[src/rtl/cpu_spi_cache_pkg.sv]
// Shared types and default geometry for the 6502-to-SPI-SRAM read cache.
package cpu_spi_cache_pkg;

  typedef enum logic [1:0] {IDLE, FILL, WRITE} cache_state_e;

  localparam int ADDR_W_DEF     = 24;
  localparam int LINES_DEF      = 16;
  localparam int LINE_BYTES_DEF = 4;

  localparam int OFFSET_W = $clog2(LINE_BYTES_DEF);
  localparam int INDEX_W  = $clog2(LINES_DEF);
  localparam int TAG_W    = ADDR_W_DEF - OFFSET_W - INDEX_W;

endpackage

[src/rtl/cpu_spi_cache_tags.sv]
// Valid/tag array: hit compare, per-line invalidate/allocate and whole-array flush.
module cpu_spi_cache_tags
  import cpu_spi_cache_pkg::*;
#(
  parameter int N_LINES = LINES_DEF,
  parameter int IDX_W   = INDEX_W,
  parameter int TG_W    = TAG_W
) (
  input  logic             clk,
  input  logic             rst_n,
  input  logic [IDX_W-1:0] look_idx,
  input  logic [TG_W-1:0]  look_tag,
  output logic             hit,
  input  logic             flush_all,
  input  logic             inv_en,
  input  logic [IDX_W-1:0] inv_idx,
  input  logic             set_en,
  input  logic [IDX_W-1:0] set_idx,
  input  logic [TG_W-1:0]  set_tag
);

  logic [N_LINES-1:0] valid;
  logic [TG_W-1:0]    tag_q [N_LINES];

  always_ff @(posedge clk or negedge rst_n) begin
    if (!rst_n) begin
      valid <= '0;
    end else if (flush_all) begin
      valid <= '0;
    end else begin
      if (inv_en) valid[inv_idx] <= 1'b0;
      if (set_en) valid[set_idx] <= 1'b1;
    end
  end

  // Tags are only meaningful behind a valid bit, so they carry no reset.
  always_ff @(posedge clk) begin
    if (set_en) tag_q[set_idx] <= set_tag;
  end

  assign hit = valid[look_idx] && (tag_q[look_idx] == look_tag);

endmodule

[src/rtl/cpu_spi_cache.sv]
// Direct-mapped write-through read cache between the 6502 bus and the SPI SRAM master.
module cpu_spi_cache
  import cpu_spi_cache_pkg::*;
#(
  parameter int ADDR_W     = ADDR_W_DEF,
  parameter int LINES      = LINES_DEF,
  parameter int LINE_BYTES = LINE_BYTES_DEF
) (
  input  logic              clk,
  input  logic              rst_n,
  input  logic [ADDR_W-1:0] cpu_addr,
  input  logic              cpu_en,
  input  logic              cpu_wr,
  input  logic [7:0]        cpu_wdata,
  output logic              cpu_rdy,
  output logic [7:0]        cpu_rdata,
  input  logic              flush,
  output logic [ADDR_W-1:0] dn_addr,
  output logic              dn_en,
  output logic              dn_wr,
  output logic [7:0]        dn_wdata,
  input  logic              dn_rdy,
  input  logic [7:0]        dn_rdata
);

  localparam int OFF_BITS = $clog2(LINE_BYTES);
  localparam int IDX_BITS = $clog2(LINES);
  localparam int TAG_BITS = ADDR_W - OFF_BITS - IDX_BITS;
  localparam logic [OFF_BITS-1:0] LAST_BYTE = OFF_BITS'(LINE_BYTES - 1);

  logic [OFF_BITS-1:0] off;
  logic [IDX_BITS-1:0] idx;
  logic [TAG_BITS-1:0] tag;

  assign off = cpu_addr[OFF_BITS-1:0];
  assign idx = cpu_addr[OFF_BITS+IDX_BITS-1:OFF_BITS];
  assign tag = cpu_addr[ADDR_W-1:OFF_BITS+IDX_BITS];

  cache_state_e        state;
  logic [OFF_BITS-1:0] cnt;
  logic                flush_pend;
  logic                hit;
  logic                flush_now;
  logic                fill_last;
  logic [7:0]          data_q [LINES][LINE_BYTES];

  // A pending flush wins over any request on the first IDLE cycle.
  assign flush_now = (state == IDLE) && (flush || flush_pend);
  assign fill_last = (state == FILL) && dn_rdy && (cnt == LAST_BYTE);

  cpu_spi_cache_tags #(
    .N_LINES (LINES),
    .IDX_W   (IDX_BITS),
    .TG_W    (TAG_BITS)
  ) u_tags (
    .clk       (clk),
    .rst_n     (rst_n),
    .look_idx  (idx),
    .look_tag  (tag),
    .hit       (hit),
    .flush_all (flush_now),
    .inv_en    ((state == IDLE) && !flush_now && cpu_en && !cpu_wr && !hit),
    .inv_idx   (idx),
    .set_en    (fill_last),
    .set_idx   (idx),
    .set_tag   (tag)
  );

  always_comb begin
    cpu_rdy = 1'b0;
    case (state)
      IDLE:    cpu_rdy = cpu_en && !cpu_wr && hit && !flush_now;
      WRITE:   cpu_rdy = dn_rdy;
      default: cpu_rdy = 1'b0;
    endcase
  end

  assign cpu_rdata = hit ? data_q[idx][off] : 8'h00;

  always_ff @(posedge clk) begin
    if (state == FILL && dn_rdy)
      data_q[idx][cnt] <= dn_rdata;
    else if (state == WRITE && dn_rdy && hit)
      data_q[idx][off] <= cpu_wdata;
  end

  always_ff @(posedge clk or negedge rst_n) begin
    if (!rst_n) begin
      state      <= IDLE;
      cnt        <= '0;
      flush_pend <= 1'b0;
      dn_en      <= 1'b0;
      dn_wr      <= 1'b0;
      dn_addr    <= '0;
      dn_wdata   <= '0;
    end else begin
      case (state)
        IDLE: begin
          if (flush_now) begin
            flush_pend <= 1'b0;
          end else if (cpu_en && cpu_wr) begin
            state    <= WRITE;
            dn_en    <= 1'b1;
            dn_wr    <= 1'b1;
            dn_addr  <= cpu_addr;
            dn_wdata <= cpu_wdata;
          end else if (cpu_en && !hit) begin
            state   <= FILL;
            cnt     <= '0;
            dn_en   <= 1'b1;
            dn_wr   <= 1'b0;
            dn_addr <= {tag, idx, {OFF_BITS{1'b0}}};
          end
        end
        FILL: begin
          if (flush) flush_pend <= 1'b1;
          if (dn_rdy) begin
            cnt <= cnt + OFF_BITS'(1);
            if (cnt == LAST_BYTE) begin
              state <= IDLE;
              dn_en <= 1'b0;
            end else begin
              dn_addr <= {tag, idx, cnt + OFF_BITS'(1)};
            end
          end
        end
        WRITE: begin
          if (flush) flush_pend <= 1'b1;
          if (dn_rdy) begin
            state <= IDLE;
            dn_en <= 1'b0;
            dn_wr <= 1'b0;
          end
        end
        default: state <= IDLE;
      endcase
    end
  end

endmodule
[config.mk]
export PLATFORM = sky130hd
export DESIGN_NAME = cpu_spi_cache
export DESIGN_NICKNAME = d
export VERILOG_FILES = /design/src/rtl/cpu_spi_cache_pkg.sv /design/src/rtl/cpu_spi_cache_tags.sv /design/src/rtl/cpu_spi_cache.sv
export SDC_FILE = /design/constraint.sdc
export NUM_CORES = 1
export LEC_CHECK = 0
export CAP_MARGIN = 20
export CORE_MARGIN = 5
export CORE_UTILIZATION = 35
export DETAILED_ROUTE_END_ITERATION = 10
export GPL_TIMING_DRIVEN = 0
export SLEW_MARGIN = 20
export SYNTH_ARGS = -nofsm -noshare
export SYNTH_HDL_FRONTEND = slang
export SYNTH_SLANG_ARGS = --single-unit
[constraint.sdc]
create_clock -name clk -period 5.8 [get_ports clk]
set_clock_uncertainty 0.1 [all_clocks]
set_input_delay 0.87 -clock clk [delete_from_list [all_inputs] [get_ports clk]]
set_output_delay 0.87 -clock clk [all_outputs]
set_load 0.005 [all_outputs]
==> results of run 1 <==
## final cells by class
class | count | area [sq um]
antenna | 1 | 2.50
buffer | 83 | 510
clock buffer | 115 | 2420
clock inverter | 43 | 472
fill | 8741 | 58000
inverter | 33 | 124
multi-input combinational | 708 | 8560
sequential | 855 | 25400
tap | 1287 | 1610
timing repair buffer | 93 | 1010
## state kept, by name, summed over array words and instances, names as in the netlist
| name | flops |
|---|---|
| cnt | 2 |
| state | 2 |
| dn_wdata | 8 |
| data_q | 512 |
| dn_en | 1 |
| dn_wr | 1 |
| u_tags.valid | 16 |
| flush_pend | 1 |
| u_tags.tag_q | 288 |
| dn_addr | 24 |
## power groups by stage
stage	clock (mW)	sequential [mW]	combinational, mW
final	5.67	7.04	1.56
after global routing	6.04	7.06	1.67
after CTS	5.76	7.04	1.57
after detailed placement	0	7.17	1.56
after global placement	0	7.15	1.53
after floorplan	0	7.15	0.821
## layout by cell type, fill, tap and decap left out, types with 10 or more instances in the layout
cell               n
a21oi_1           29
nand2_1           42
a22oi_1           17
clkinv_2          14
clkbuf_2          14
clkbuf_4          10
o31ai_1           20
buf_2             14
o21ai_0           13
clkdlybuf4s50_1   84
clkbuf_1          33
nor2_1            89
clkbuf_16         90
buf_4             25
nand3_1           26
dfrtp_1           55
mux2_2            59
nor2b_1           17
mux4_2           231
clkinv_1          14
mux2i_1           59
inv_1             25
xor2_1            13
edfxtp_1         800
## worst max-delay path by stage
stage	startpoint	depth (start not counted)	end
global route	cpu_addr[5]	9	cpu_rdata[0]
finish	cpu_addr[5]	9	cpu_rdata[0]
CTS	cpu_addr[4]	8	cpu_rdata[0]
detailed placement	cpu_addr[4]	11	cpu_rdy
global placement	cpu_addr[4]	11	cpu_rdy
floorplan	cpu_addr[2]	9	cpu_rdata[0]
## metal layers
metal,share of wire,track usage
met1,0.42,0.239
met2,0.47,0.266
met3,0.076,0.0355
met4,0.034,0.0577
met5,0,0
## timing repair
item,4_1_cts,5_1_grt
hold buffers,1,0
gates cloned,0,0
endpoints found under the setup margin,80,9
gates resized for setup,78,8
buffers inserted,1,0
hold endpoints to repair,1,0
## kinds of logic after synthesis
family | after synthesis
mux | 349
compound gates | 119
xor+xnor | 21
flops | 855
fa+ha+maj | 9
simple gates | 210
buf+inv | 119
==> flow_metrics.py, run 1 <==
metrics = {
    "outcome": {
        "status": "completed",
    },
    "worst_setup_path": {
        "cp.required_ns": 4.83,
        "crit_arrival_ns": 4.79,
        "endpoint_kind": "output pin",
        "path_cells": "buf_2 -> buf_2 -> buf_2 -> clkbuf_2 -> clkbuf_1 -> mux4_2 -> mux4_2 -> nor2b_1 -> clkdlybuf4s50_1",
        "crit_fanout": 10,
        "r2r_setup_slack_ns": 1.25,
        "critPathLaunchType": "input port",
        "reg2reg_to": "data_q[3][12]",
        "worst_r2r_startpoint": "u_tags.tag_q[11][11]",
        "crit_slowest_cell": "clkbuf_1",
        "worst-path-buf-inv": 6,
        "crit_type": "in -> out",
        "critPathTopFamily": "buffers and inverters",
        "cp_common_cell": "buf_2",
        "r2r_cells": 10,
        "max_stage_delay_ns": 0.79,
    },
    "synth": {
        "synth_edf_count": 800,
        "synth_area_sq_um": 34500,
        "synthFlopType": "edfxtp_1",
        "async_flop_share": 0.0643,
        "synthesis.area_per_instance_sq_um": 20.5,
        "synth_xor_xnor_area_share": 0.00533,
        "synth_nets": 1737,
        "synth.top_cell.area_share": 0.697,
        "yosysUniqueCellTypes": 55,
        "seq_area_frac_synth": 0.737,
        "synth_compound_area_frac": 0.0241,
        "synthAdderAreaFrac": 0.00327,
        "synth.top_cells.by_area": "edfxtp_1 70%, mux4_2 15%, dfrtp_1 4.0%, mux2_2 1.9%, mux2i_1 1.7%",
        "synthMuxAreaShare": 0.187,
        "synth_seq_cells": 855,
        "yosysWarnings": 0,
        "synth_area_leader_cell": "edfxtp_1",
        "synth_cells": 1682,
        "yosysMostFrequentCell": "edfxtp_1",
        "synthTopCellsByCount": "800 x edfxtp_1, 231 x mux4_2, 89 x nor2_1, 59 x mux2_2, 59 x mux2i_1",
        "synth_top_family_by_area": "multiplexers",
        "synth-simple-area-share": 0.0281,
    },
    "clock_tree": {
        "cts_tree": "done",
        "cts_htree_levels": 3,
        "cts_made_buffers": 88,
        "cts.sinks": 855,
        "cts.clk_slew.worst_paths_ns": 0.06,
        "root_buffer": "clkbuf_16",
        "clockBufferDepth": 3,
        "clk_latency_ns": 0.65,
    },
    "sta": {
        "period_needed_ns": 5.76,
        "whs_ns": 0.390,
        "setup_slack_ns": 0.0363,
        "hold_viol_final": 0,
        "relSlewSlack": 0.253,
        "fin_crit_sh": 0.994,
        "tightest_slew_ns": 1.12,
        "finalSetupTns_ns": 0,
        "rsz0062_at_grt": "false",
        "max_freq_ghz": 0.173,
        "drv_slew": 0,
        "final-setup-viol-count": 0,
    },
    "grt": {
        "grt_max_degree": 38,
        "antenna_found_initial": 2,
        "grt_pass1_vias": 18100,
        "track_usage": 0.170,
        "grt-ovfl-total": 0,
        "grt_pass1_wl_mm": 129,
    },
    "detailed_routing": {
        "dr_total_vias": 17700,
        "drc": 0,
        "drt_pass1_iterations": 5,
        "drt_iter0_drc": 2214,
        "vias_per_cell": 5.50,
        "avgRoutedWirePerCell_microns": 27.7,
        "routed_wl_mm": 89.2,
        "ant_nets": 0,
    },
    "hold_path": {
        "whs_path_depth": 1,
        "holdCritStartpoint": "flush_pend",
        "hold_end": "flush_pend",
        "hp-class": "reg -> reg",
    },
    "power": {
        "power.static_leakage_nw": 12.9,
        "p_sw_frac": 0.234,
        "power_density_nw_per_um2": 356,
        "p_comb_frac": 0.110,
        "intPower_mw": 10.9,
        "clockPowerShare": 0.397,
        "seqPwrFrac": 0.493,
        "power.switching_mw": 3.34,
        "peakVddDrop_mv": 0.293,
        "power_mw": 14.3,
    },
    "final_layout": {
        "drive_above_1_share": 0.264,
        "nets": 1917,
        "synthToLayoutAreaGrowth_pct": 16.3,
        "finish.instance_area_sq_um": 40100,
        "utilization": 0.409,
        "final_cells": 3218,
    },
    "placement": {
        "hpwl_mm": 60.6,
        "place.port_buffers": 85,
        "placed_area_sq_um": 37100,
        "place_ws_ns": -1.62,
        "gp_congestion": 0.880,
        "place_inst": 3059,
    },
    "job": {
        "cap_violations": 0,
    },
    "die": {
        "die_w_microns": 324,
        "die_h_microns": 324,
        "core-area_sq_um": 98100,
        "dieArea_sq_um": 105000,
        "pin_count": 89,
        "rows": 115,
        "start_util": 0.351,
    },
}
Power figures use the tool's default switching activity.
==> run 2, diff against run 1 <==
SYNTH_HIERARCHICAL = 1   (was unset)
==> flow_metrics.py, run 2 <==
metrics = {
    "power": {
        "peakVddDrop_mv": 0.283,
        "power_density_nw_per_um2": 352,
        "power.static_leakage_nw": 12.9,
    },
    "grt": {
        "antenna_found_initial": 4,
        "grt-ovfl-total": 0,
        "grt_pass1_vias": 18700,
        "grt_max_degree": 41,
        "grt_pass1_wl_mm": 126,
        "track_usage": 0.163,
    },
    "synth": {
        "yosysMostFrequentCell": "edfxtp_1",
        "synth_area_sq_um": 34400,
        "synthFlopType": "edfxtp_1",
        "synth_seq_cells": 855,
        "synth.top_cells.by_area": "edfxtp_1 70%, mux4_2 11%, dfrtp_1 4.0%, mux2_2 3.3%, mux2i_1 1.5%",
        "synth_nets": 1824,
        "synth_area_leader_cell": "edfxtp_1",
        "synth_edf_count": 800,
        "seq_area_frac_synth": 0.738,
        "synthesis.area_per_instance_sq_um": 19.5,
        "yosysWarnings": 6,
        "synth_cells": 1768,
        "synthTopCellsByCount": "800 x edfxtp_1, 174 x mux4_2, 102 x mux2_2, 94 x nor2_1, 57 x nand2_1",
        "yosysUniqueCellTypes": 65,
        "async_flop_share": 0.0643,
        "synth.top_cell.area_share": 0.698,
    },
    "die": {
        "die_w_microns": 324,
        "die_h_microns": 324,
        "core-area_sq_um": 98000,
        "rows": 115,
        "dieArea_sq_um": 105000,
        "start_util": 0.351,
        "pin_count": 89,
    },
    "detailed_routing": {
        "drt_iter0_drc": 1785,
        "drc": 0,
        "avgRoutedWirePerCell_microns": 26.0,
        "drt_pass1_iterations": 6,
        "routed_wl_mm": 86.0,
        "dr_total_vias": 18100,
        "ant_nets": 0,
        "vias_per_cell": 5.48,
    },
    "hold_path": {
        "hp-class": "reg -> reg",
        "whs_path_depth": 1,
    },
    "worst_setup_path": {
        "cp_common_cell": "buf_4",
        "worst_r2r_startpoint": "u_tags/tag_q[12][0]",
        "crit_type": "in -> out",
        "max_stage_delay_ns": 0.39,
        "crit_fanout": 13,
        "worst-path-buf-inv": 6,
        "critPathTopFamily": "buffers and inverters",
        "critPathLaunch": "cpu_addr[4]",
        "worstSetupPathDepth": 17,
        "crit_slowest_cell": "clkbuf_2",
        "r2r_setup_slack_ns": 0.53,
        "r2r_cells": 14,
        "path_cells": "buf_4 -> buf_4 -> clkbuf_2 -> mux4_2 -> mux2i_1 -> nor2_1 -> a211o_1 -> a211oi_2 -> nand4b_1 -> nor4_4 -> buf_4 -> clkbuf_4 -> nand4b_1 -> nor2_2 -> a21oi_1 -> nor2_2 -> dlygate4sd2_1",
        "critPathLaunchType": "input port",
        "endpoint_kind": "output pin",
        "cp.required_ns": 4.83,
        "critPathCapture": "cpu_rdy",
        "reg2reg_to": "data_q[4][31]",
        "crit_arrival_ns": 4.80,
    },
    "placement": {
        "gp_congestion": 1.05,
        "hpwl_mm": 57.8,
        "place.port_buffers": 86,
        "placed_area_sq_um": 36900,
    },
    "final_layout": {
        "largest_register_ffs": 512,
        "fill_cells": 8616,
        "final_common_cell": "edfxtp_1",
        "multi_input_area_sq_um": 8450,
        "synthToLayoutAreaGrowth_pct": 16.2,
        "utilization": 0.408,
        "finish.instance_area_sq_um": 40000,
        "drive_above_1_share": 0.255,
        "mostFrequentLayoutCells": "800 x edfxtp_1, 174 x mux4_2, 102 x mux2_2",
        "top_register": "data_q",
        "nets": 2006,
        "largestRegisters": "data_q: 512 flops, u_tags/tag_q: 288 flops, dn_addr: 24 flops",
        "seq_area_sq_um": 25400,
    },
    "clock_tree": {
        "cts_made_buffers": 85,
        "clk_latency_ns": 0.64,
        "cts_htree_levels": 3,
        "clockBufferDepth": 3,
        "root_buffer": "clkbuf_16",
        "cts.clk_slew.worst_paths_ns": 0.05,
        "cts_tree": "done",
        "cts.sinks": 855,
    },
    "job": {
        "cap_violations": 0,
    },
    "sta": {
        "max_freq_ghz": 0.173,
        "relSlewSlack": 0.229,
        "rsz0062_at_grt": "true",
        "final-setup-viol-count": 0,
        "period_needed_ns": 5.77,
        "drv_slew": 0,
        "tightest_slew_ns": 1.15,
        "hold_viol_final": 0,
        "fin_crit_sh": 0.996,
    },
    "outcome": {
        "status": "completed",
    },
}
## run 2: cells by family after synthesis
logic type               Yosys count  synth area share
AO/OA/AOI/OAI                    177            0.0363
XOR/XNOR                          12           0.00305
adder cells (fa/ha/maj)           10           0.00363
buffers and inverters            126            0.0193
flip-flops                       855             0.738
multiplexers                     331             0.164
AND/OR/NAND/NOR                  257            0.0359
## run 2: final cells by class
class | count | area share
Inverter | 37 | 0.00372
Timing Repair Buffer | 95 | 0.0238
Sequential cell | 855 | 0.635
Clock inverter | 50 | 0.0130
Antenna cell | 1 | 0.0000626
Clock buffer | 108 | 0.0574
Multi-Input combinational cell | 787 | 0.211
Buffer | 89 | 0.0156
Tap cell | 1287 | 0.0403
## run 2: power by group
group	internal [mW]	switching, mW	leakage (nW)	total, mW
registers	6.91	0.103	7.88	7.01
logic	0.717	0.831	3.67	1.55
clock network	3.18	2.33	1.37	5.51
## run 2: routing by layer
metal | track usage | part of all wire | vias to the layer above
met2 | 0.260 | 0.47 | 735
li1 | - | - | 7585
met4 | 0.0542 | 0.032 | 4
met1 | 0.225 | 0.42 | 9640
met3 | 0.0340 | 0.074 | 166
met5 | 0 | 0.00031 | -
## run 2: worst min path at each step
stage | start | endpoint | slack, ns
global route | dn_addr[12] | dn_addr[12] | 0.42
CTS | dn_addr[12] | dn_addr[12] | 0.41
global placement | dn_addr[17] | dn_addr[17] | 0.39
floorplan | dn_wr | dn_wr | 0.40
finish | dn_addr[12] | dn_addr[12] | 0.40
detailed placement | dn_addr[10] | dn_addr[10] | 0.39
## run 2: what timing repair did
item                        CTS  global route
hold endpoints to repair     15             0
setup endpoints to repair  1075            58
buffers inserted              3             2
resized for setup            78            13
hold buffers                  1             0
pin swaps                     4             3
## run 2: per-stage QoR
stage / setup TNS [ns] / hold slack [ns] / setup WS, ns / power (mW) / cells
6_report: 0 / 0.404 / 0.0257 / 14.1 / 3309
3_3_place_gp: -1825.96 / 0.388 / -2.42 / 8.61 / 3141
2_1_floorplan: 0 / 0.397 / 0.761 / 7.93 / 1768
5_1_grt: -0.106 / 0.420 / -0.0667 / 14.6 / 3308
4_1_cts: 0 / 0.408 / 0.117 / 14.2 / 3305
3_5_place_dp: -1894.43 / 0.395 / -2.51 / 8.65 / 3143
